<file path="config.mk">
export PLATFORM = sky130hd
export DESIGN_NAME = soi_capture
export DESIGN_NICKNAME = d
export VERILOG_FILES = /design/src/rtl/soi_obs_pkg.sv /design/src/rtl/soi_fifo.sv /design/src/rtl/soi_capture.sv
export SDC_FILE = /design/constraint.sdc
export NUM_CORES = 1
export LEC_CHECK = 0
export BUFFER_PORTS_ARGS = -buffer_cell sky130_fd_sc_hd__buf_2
export CORE_MARGIN = 3
export CORE_UTILIZATION = 50
export CTS_CLUSTER_SIZE = 14
export DETAILED_ROUTE_END_ITERATION = 12
export PLACE_DENSITY = 0.66
export SKIP_LAST_GASP = 1
export SYNTH_ARGS = -nofsm -noshare
export SYNTH_HDL_FRONTEND = slang
export SYNTH_SLANG_ARGS = --single-unit
export TNS_END_PERCENT = 30
</file>
<file path="constraint.sdc">
create_clock -name clk -period 5.6 [get_ports clk]
set_input_delay 1.12 -clock clk [delete_from_list [all_inputs] [get_ports clk]]
set_output_delay 1.12 -clock clk [all_outputs]
set_load 0.1 [all_outputs]
</file>
<file path="src/rtl/soi_obs_pkg.sv">
// soi_obs_pkg: shared types and default widths for the SOI change-capture block.
package soi_obs_pkg;
  localparam int SOI_W_DEF  = 1;
  localparam int TS_W_DEF   = 32;
  localparam int DEPTH_DEF  = 16;
  localparam int DROP_W_DEF = 16;
  typedef enum logic {IDLE, TRACK} cap_state_e;
  typedef struct packed {
    logic [TS_W_DEF-1:0]  ts;
    logic [SOI_W_DEF-1:0] value;
    logic                 lost;
  } soi_entry_t;
endpackage

</file>
<file path="src/rtl/soi_fifo.sv">
// soi_fifo: synchronous first-word-fall-through FIFO with wrap-bit pointers.
//   push_i/wdata_i  write side; a push is taken when not full or when a pop happens in the same cycle
//   pop_i/rdata_o   read side; rdata_o shows the head entry and reads 0 while empty
//   full_o/empty_o/count_o  occupancy status
module soi_fifo #(
  parameter int DEPTH = 16,
  parameter int W     = 8
) (
  input  logic                     clk,
  input  logic                     rst,
  input  logic                     push_i,
  input  logic [W-1:0]             wdata_i,
  input  logic                     pop_i,
  output logic [W-1:0]             rdata_o,
  output logic                     full_o,
  output logic                     empty_o,
  output logic [$clog2(DEPTH):0]   count_o
);
  localparam int AW = $clog2(DEPTH);
  logic [W-1:0] mem_q [DEPTH];
  logic [AW:0]  wr_q, wr_d, rd_q, rd_d;
  logic         do_push, do_pop;
  assign empty_o = wr_q == rd_q;
  assign full_o  = (wr_q[AW] != rd_q[AW]) && (wr_q[AW-1:0] == rd_q[AW-1:0]);
  assign do_pop  = pop_i && !empty_o;
  assign do_push = push_i && (!full_o || do_pop);
  assign wr_d    = do_push ? wr_q + (AW+1)'(1) : wr_q;
  assign rd_d    = do_pop ? rd_q + (AW+1)'(1) : rd_q;
  assign count_o = wr_q - rd_q;
  assign rdata_o = empty_o ? '0 : mem_q[rd_q[AW-1:0]];
  always_ff @(posedge clk) begin
    if (rst) begin
      wr_q <= '0;
      rd_q <= '0;
    end else begin
      wr_q <= wr_d;
      rd_q <= rd_d;
    end
  end
  always_ff @(posedge clk) begin
    if (do_push) mem_q[wr_q[AW-1:0]] <= wdata_i;
  end
endmodule

</file>
<file path="src/rtl/soi_capture.sv">
// soi_capture: records every change of the signal of interest as a timestamped FIFO entry.
//   enable/soi      capture control and observed signal
//   rd_*            FWFT read port (valid/ready) carrying ts, value and lost flag
//   count/drop_cnt  FIFO occupancy and saturating count of dropped entries
module soi_capture
  import soi_obs_pkg::*;
#(
  parameter int SOI_W  = SOI_W_DEF,
  parameter int TS_W   = TS_W_DEF,
  parameter int DEPTH  = DEPTH_DEF,
  parameter int DROP_W = DROP_W_DEF
) (
  input  logic                   clk,
  input  logic                   rst,
  input  logic                   enable,
  input  logic [SOI_W-1:0]       soi,
  output logic                   rd_valid,
  input  logic                   rd_ready,
  output logic [TS_W-1:0]        rd_ts,
  output logic [SOI_W-1:0]       rd_value,
  output logic                   rd_lost,
  output logic [$clog2(DEPTH):0] count,
  output logic [DROP_W-1:0]      drop_cnt
);
  typedef struct packed {
    logic [TS_W-1:0]  ts;
    logic [SOI_W-1:0] value;
    logic             lost;
  } entry_t;
  cap_state_e        state_q, state_d;
  logic [TS_W-1:0]   ts_q, ts_d;
  logic [SOI_W-1:0]  last_q;
  logic              lost_q, lost_d;
  logic [DROP_W-1:0] drop_q, drop_d;
  logic              due, full, empty, pop, push_ok, drop;
  entry_t            wr_e, rd_e;
  always_ff @(posedge clk) begin
    if (rst) begin
      state_q <= IDLE;
      ts_q    <= '0;
      last_q  <= '0;
      lost_q  <= 1'b0;
      drop_q  <= '0;
    end else begin
      state_q <= state_d;
      ts_q    <= ts_d;
      last_q  <= soi;
      lost_q  <= lost_d;
      drop_q  <= drop_d;
    end
  end
  always_comb state_d = enable ? TRACK : IDLE;
  // Entering TRACK always records a baseline; in TRACK only changes are recorded.
  always_comb due = enable && (state_q == IDLE || soi != last_q);
  assign pop     = rd_valid && rd_ready;
  assign push_ok = due && (!full || pop);
  assign drop    = due && !push_ok;
  assign ts_d    = ts_q + TS_W'(1);
  assign lost_d  = push_ok ? 1'b0 : drop ? 1'b1 : lost_q;
  assign drop_d  = (drop && !(&drop_q)) ? drop_q + DROP_W'(1) : drop_q;
  assign wr_e    = '{ts: ts_q, value: soi, lost: lost_q};
  soi_fifo #(.DEPTH(DEPTH), .W($bits(entry_t))) u_fifo (
    .clk     (clk),
    .rst     (rst),
    .push_i  (push_ok),
    .wdata_i (wr_e),
    .pop_i   (pop),
    .rdata_o (rd_e),
    .full_o  (full),
    .empty_o (empty),
    .count_o (count)
  );
  assign rd_valid = !empty;
  assign rd_ts    = rd_e.ts;
  assign rd_value = rd_e.value;
  assign rd_lost  = rd_e.lost;
  assign drop_cnt = drop_q;
endmodule

</file>
==> qor.yml, run 1 <==
ios: 61
reg2reg_to: "u_fifo.mem_q[13][0]$_DFFE_PP_"
p_leak_uw: 0.00842
period_needed_ns: 4.58
die_area_um2: 49800
die_w_um: 223
place_area_um2: 24800
firstDrtPassIters: 5
status: "completed"
p_per_area_nw_per_um2: 401
clk_latency_ns: 0.62
drt-wirelength-per-cell_um: 24.7
drive_above_1_share_pct: 25.0
vias: 11401
rows: 78
fin_skew_ns: 0.0258
tightest_slew_ns: 1.05
start_kind: "register"
setup_tns_ns: 0
finalNetCount: 1301
min_delay_path_depth: 2
routed_wl_mm: 47.7
yosysWarnings: 0
antenna_found_initial: 0
io_buffers: 60
finalCritPeriodShare_pct: 81.9
grt_setup_unrepaired: "false"
cts-root-buf: "clkbuf_16"
cts_tree: "done"
post_cts_resized: 0
path_cells: "ha_1, and4_1, nand2_1, nand2b_2, o22ai_1, buf_2"
diodes: 0
reg2reg_depth: 7
drc_errors: 0
cts_buffers: 60
synth_cells: 1188
slew_headroom_pct: 29.9
synth_seq_area_share_pct: 74.8
synth-seq-cells: 609
cp_max_fo: 34
final_antenna_net_count: 0
async_flop_share_pct: 0
synth_area_leaders: "edfxtp_1 (69%), mux4_2 (13%), dfxtp_1 (5.5%)"
vdd_drop_max_v: 0.000253
synth_nets: 1205
post_synth.cell_area_avg_um2: 19.9
hpwl_mm: 26.8
final_util_pct: 58.0
gp_congestion: 0.775
yosys.area.top_type: "edfxtp_1"
start_util_pct: 51.3
cap_violations: 0
grt_pass1_vias: 11935
dieHeight_um: 223
r2r_start: "u_fifo.wr_q[3]$_SDFFE_PP0P_"
h-tree-depth: 2
slowest_stage: "dfxtp_1"
clk_pin_slew_ns: 0.06
clockBufferDepth: 3
synth-edff-count: 544
cts_setup_buffers: 0
required_ns: 4.48
critical_path.top_delay_family: "simple AND/OR/NAND/NOR gates"
hold_violations: 0
via_per_inst: 5.90
critical_path_class: "reg -> out"
min_from: "u_fifo.wr_q[4]$_SDFFE_PP0P_"
slew_violations: 0
core_um2: 46000
fin_area_um2: 26700
cts-hold-fix-buffers: 0
hold_end: "u_fifo.wr_q[4]$_SDFFE_PP0P_"
synth.distinct_cells: 41
synth_most_common_cell: "edfxtp_1"
hp-class: "reg -> reg"
overflow: 0
r2r_slack_ns: 2.25
cpPeakStageDelay_ns: 0.59
setup_viol: 0
crit_buf_inv: 1
yosys_most_used_dff: "edfxtp_1"
worst_setup_path_end_kind: "output pin"
grt_max_degree: 66
syn-cell-area_um2: 23600
worst_ep_arrival_time_ns: 3.46
drt_iter0_drc: 924
cts_num_sinks: 609
synth_top_area_share_pct: 69.2
syn_to_final_growth_pct: 13.0
max_clock_freq_ghz: 0.218
grt_pass1_wl_mm: 74.0
grt.total_usage_pct: 19.5
synthTopCellsByCount: "edfxtp_1 (544), mux4_2 (136), nor2_1 (71)"
-- routing by layer --
metal | share of wire (%) | vias to the layer above | wire length [um] | track usage, %
li1 | - | 5045 | - | -
met2 | 50 | 265 | 23700 | 31.8
met5 | 0 | - | 0 | 0
met1 | 44 | 6027 | 21000 | 28.0
met4 | 1.7 | 0 | 820 | 4.61
met3 | 4.7 | 64 | 2220 | 3.33
-- cells by family after synthesis --
group / synth area share, %
buffers and inverters: 1.19
flip-flops: 74.8
XOR/XNOR: 1.74
adder cells (fa/ha/maj): 0.668
multiplexers: 16.0
AND/OR/NAND/NOR: 4.04
AO/OA/AOI/OAI: 1.55
-- worst register-to-register path: stages (launching register included) --
cell,delay (ns)
dfxtp_1,0.59
ha_1,0.37
nand4_1,0.18
nor3_4,0.10
nor2_1,0.33
nand2_1,0.31
nor2_4,0.79
buf_4,0.37
-- through the flow --
stage | instances | worst slack, ns | power, uW | hold WS [ns]
final | 1933 | 1.02 | 10700 | 0.540
after CTS | 1933 | 0.984 | 10800 | 0.542
after global placement | 1822 | 1.69 | 6970 | 0.520
after floorplan | 1188 | 0.806 | 6630 | 0.499
after detailed placement | 1822 | 1.58 | 6980 | 0.525
after global routing | 1933 | 0.817 | 11000 | 0.561
-- cell type report --
| type | count | area [um2] |
|---|---|---|
| clock inverter | 23 | 183 |
| sequential | 609 | 17600 |
| fill | 3363 | 19300 |
| clock buffer | 88 | 1700 |
| timing repair buffer | 88 | 548 |
| tap | 600 | 751 |
| multi-input combinational | 512 | 5790 |
| inverter | 13 | 48.8 |
-- flip-flops by register name, summed over array words and instances (netlist names), named ones only --
name / cells
state_q: 1
ts_q: 32
u_fifo.wr_q: 5
drop_cnt: 16
u_fifo.mem_q: 544
last_q: 1
u_fifo.rd_q: 5
lost_q: 1
-- layout by cell type (no fill, tap or decap), drive strengths merged --
cell / synthesis / layout
a21boi: 1 / 1
a21o: 2 / 2
a21oi: 12 / 12
a311oi: 1 / 1
a31oi: 1 / 1
and2: 1 / 1
and3: 5 / 5
and4: 6 / 6
buf: 27 / 88
bufinv: 0 / 2
clkbuf: 27 / 88
clkinv: 0 / 19
dfxtp: 65 / 65
edfxtp: 544 / 544
fa: 1 / 1
ha: 11 / 11
inv: 13 / 15
mux2: 2 / 2
mux2i: 70 / 70
mux4: 136 / 136
nand2: 21 / 21
nand2b: 4 / 4
nand3: 20 / 20
nand4: 24 / 24
nor2: 71 / 71
nor2b: 6 / 6
nor3: 15 / 15
nor4: 3 / 3
o2111ai: 1 / 1
o21a: 1 / 1
o21ai: 8 / 8
o22ai: 34 / 34
or3: 7 / 7
or4: 1 / 1
xnor2: 19 / 19
xor2: 28 / 28
-- worst max-delay path by stage --
stage | from | to | cells after the start
2_1_floorplan | u_fifo.rd_q[1]$_SDFFE_PP0N_ | rd_ts[0] | 7
3_3_place_gp | soi | u_fifo.mem_q[12][7]$_DFFE_PP_ | 7
3_5_place_dp | soi | u_fifo.mem_q[6][26]$_DFFE_PP_ | 7
4_1_cts | u_fifo.wr_q[3]$_SDFFE_PP0P_ | rd_ts[2] | 6
5_1_grt | u_fifo.wr_q[2]$_SDFFE_PP0P_ | rd_ts[3] | 6
6_report | u_fifo.wr_q[3]$_SDFFE_PP0P_ | rd_ts[30] | 6
-- power breakdown --
| part | internal, uW | switching [uW] | leakage, uW |
|---|---|---|---|
| Clock | 2190 | 1640 | 0.000924 |
| Sequential | 4950 | 70.8 | 0.00556 |
| Combinational | 579 | 1250 | 0.00194 |
No activity file was read; power rests on OpenSTA's default activity.
==> run 2: changes to the inputs <==
--- a/config.mk
+++ b/config.mk
@@ -10,7 +10,7 @@
 export CORE_UTILIZATION = 50
 export CTS_CLUSTER_SIZE = 14
 export DETAILED_ROUTE_END_ITERATION = 12
-export PLACE_DENSITY = 0.66
+export PLACE_DENSITY = 0.69
 export SKIP_LAST_GASP = 1
 export SYNTH_ARGS = -nofsm -noshare
 export SYNTH_HDL_FRONTEND = slang
==> constraint.sdc (replaced) <==
create_clock -name clk -period 4 [get_ports clk]
set_input_delay 0.8 -clock clk [delete_from_list [all_inputs] [get_ports clk]]
set_output_delay 0.8 -clock clk [all_outputs]
set_load 0.1 [all_outputs]
==> run 2 against run 1 <==
Sequential share of layout area decreased by 0.97 points; wire length is 2.2% higher; global-route usage is 0.31 points higher; highest routed layer unchanged.
==> qor.yml, run 2 (same netlist as run 1, synthesis figures left out) <==
fin_skew_ns: 0.0341  # was 0.0258 ns
hpwl_mm: 27.2  # was 26.8 mm
min_delay_path_depth: 2  # unchanged
cts-hold-fix-buffers: 0  # unchanged
start_kind: "register"  # unchanged
grt_pass1_vias: 11890  # was 11935
hp-class: "in -> reg"  # was reg -> reg
io_buffers: 60  # unchanged
r2r_start: "u_fifo.wr_q[0]$_SDFFE_PP0P_"  # was u_fifo.wr_q[3]$_SDFFE_PP0P_
core_um2: 46000  # unchanged
vias: 11563  # was 11401
setup_viol: 0  # unchanged
vdd_drop_max_v: 0.000541  # was 0.000253 V
cap_violations: 0  # unchanged
syn_to_final_growth_pct: 14.7  # was 13.0%
cts_tree: "done"  # unchanged
crit_start: "u_fifo.rd_q[1]$_SDFFE_PP0N_"  # was u_fifo.wr_q[3]$_SDFFE_PP0P_
grt.total_usage_pct: 19.8  # was 19.5%
h-tree-depth: 2  # unchanged
drive_above_1_share_pct: 26.6  # was 25.0%
cp_max_fo: 16  # was 34
clk_latency_ns: 0.62  # about the same
antenna_found_initial: 0  # unchanged
drt_iter0_drc: 995  # was 924
drc_errors: 0  # unchanged
finalNetCount: 1317  # was 1301
via_per_inst: 5.94  # was 5.90
max_clock_freq_ghz: 0.262
slew_violations: 0  # unchanged
firstDrtPassIters: 5  # unchanged
worst_setup_path_end_kind: "output pin"  # unchanged
crit_end: "rd_ts[13]"  # was rd_ts[30]
layout_commonest_cell: "edfxtp_1"  # unchanged
reg2reg_to: "u_fifo.mem_q[6][33]$_DFFE_PP_"  # was u_fifo.mem_q[13][0]$_DFFE_PP_
worst_ep_arrival_time_ns: 3.02  # was 3.46 ns
die_w_um: 223  # unchanged
clk_pin_slew_ns: 0.06  # about the same
cts-root-buf: "clkbuf_16"  # unchanged
finalCritPeriodShare_pct: 95.4
cts_num_sinks: 609  # unchanged
start_util_pct: 51.3  # unchanged
dieHeight_um: 223  # unchanged
grt_max_degree: 47  # was 66
min_from: "enable"  # was u_fifo.wr_q[4]$_SDFFE_PP0P_
tightest_slew_ns: 0.842  # was 1.05 ns
overflow: 0  # unchanged
reg2reg_depth: 8  # was 7
grt_setup_unrepaired: "false"  # unchanged
gp_congestion: 0.799  # was 0.775
drt-wirelength-per-cell_um: 25.0  # was 24.7 um
diodes: 0  # unchanged
critical_path_class: "reg -> out"  # unchanged
ios: 61  # unchanged
setup_tns_ns: 0  # unchanged
rows: 78  # unchanged
required_ns: 3.20  # was 4.48 ns
slew_headroom_pct: 43.5  # was 29.9%
largest_reg_flops: 544  # unchanged
period_needed_ns: 3.82
final_antenna_net_count: 0  # unchanged
p_per_area_nw_per_um2: 557  # was 401 nW/um2
cts_buffers: 58  # was 60
die_area_um2: 49800  # unchanged
status: "completed"  # unchanged
final_cell_mix: "edfxtp_1 (544), mux4_2 (136), mux2i_1 (70)"  # unchanged
clockBufferDepth: 3  # unchanged
r2r_slack_ns: 1.19  # was 2.25 ns
p_leak_uw: 0.00858  # was 0.00842 uW
hold_violations: 0  # unchanged
total_power_uw: 15100  # was 10700 uW
routed_wl_mm: 48.7  # was 47.7 mm
grt_pass1_wl_mm: 74.1  # was 74.0 mm
==> run 2: changes by cell type in the layout (fill, tap and decap cells not counted), sizes merged <==
cell,previous run,this run
inv,15,14
clkinv,19,21
bufinv,2,3
clkbuf,88,83
buf,88,106
==> run 2: worst min-delay path by stage <==
stage | endpoint
after global routing | state_q$_SDFF_PP0_
after detailed placement | u_fifo.rd_q[4]$_SDFFE_PP0N_
final | state_q$_SDFF_PP0_
after floorplan | u_fifo.rd_q[4]$_SDFFE_PP0N_
after global placement | drop_cnt[15]$_SDFFE_PP0P_
after CTS | state_q$_SDFF_PP0_
==> run 2: worst max-delay path, cell delays in order, from the launching register on <==
cell and delay [ns]:
dfxtp_1 0.41, inv_1 0.10, ha_1 0.33, and4_1 0.22, nand2_1 0.13, nand2_2 0.29, buf_12 0.28, o22ai_1 0.37
buf_6 0.29
==> run 2: per-stage QoR <==
stage | std cells | setup slack, ns | hold slack (ns) | utilization [%] | instance area, um2
6_report | 1948 | 0.182 | 0.476 | 58.9 | 27100
5_1_grt | 1948 | 0.00743 | 0.479 | 58.9 | 27100
4_1_cts | 1948 | 0.0690 | 0.439 | 58.9 | 27100
3_5_place_dp | 1840 | 0.439 | 0.522 | 54.8 | 25200
3_3_place_gp | 1840 | 0.452 | 0.511 | 54.8 | 25200
2_1_floorplan | 1188 | -0.474 | 0.499 | - | 23600
==> run 2: report_power, final <==
| group | total, uW | switching [uW] | leakage (uW) | internal (uW) |
|---|---|---|---|---|
| registers | 6980 | 56.4 | 0.00556 | 6930 |
| logic | 2780 | 1830 | 0.00209 | 950 |
| clock network | 5300 | 2250 | 0.000924 | 3050 |
| total | 15100 | 4140 | 0.00858 | 10900 |
==> run 2: cell type report <==
class	count	area, um2
clock inverter	25	219
clock buffer	83	1650
tap	600	751
timing repair buffer	106	955
sequential	609	17700
fill	3284	18900
multi-input combinational	512	5790
inverter	13	48.8
==> run 2: metal layers <==
layer / wire length (um) / share of wire [%] / global-route usage, %
met5: 0 / 0 / 0
met1: 19900 / 41 / 27.2
met2: 24500 / 50 / 33.0
met3: 3010 / 6.2 / 3.13
met4: 1320 / 2.7 / 6.52
==> run 2: repair_timing <==
action                                  in CTS  in global routing
buffers inserted                             0                  0
endpoints found under the setup margin       1                  1
resized for setup                            3                  1
pin swaps                                    0                  0
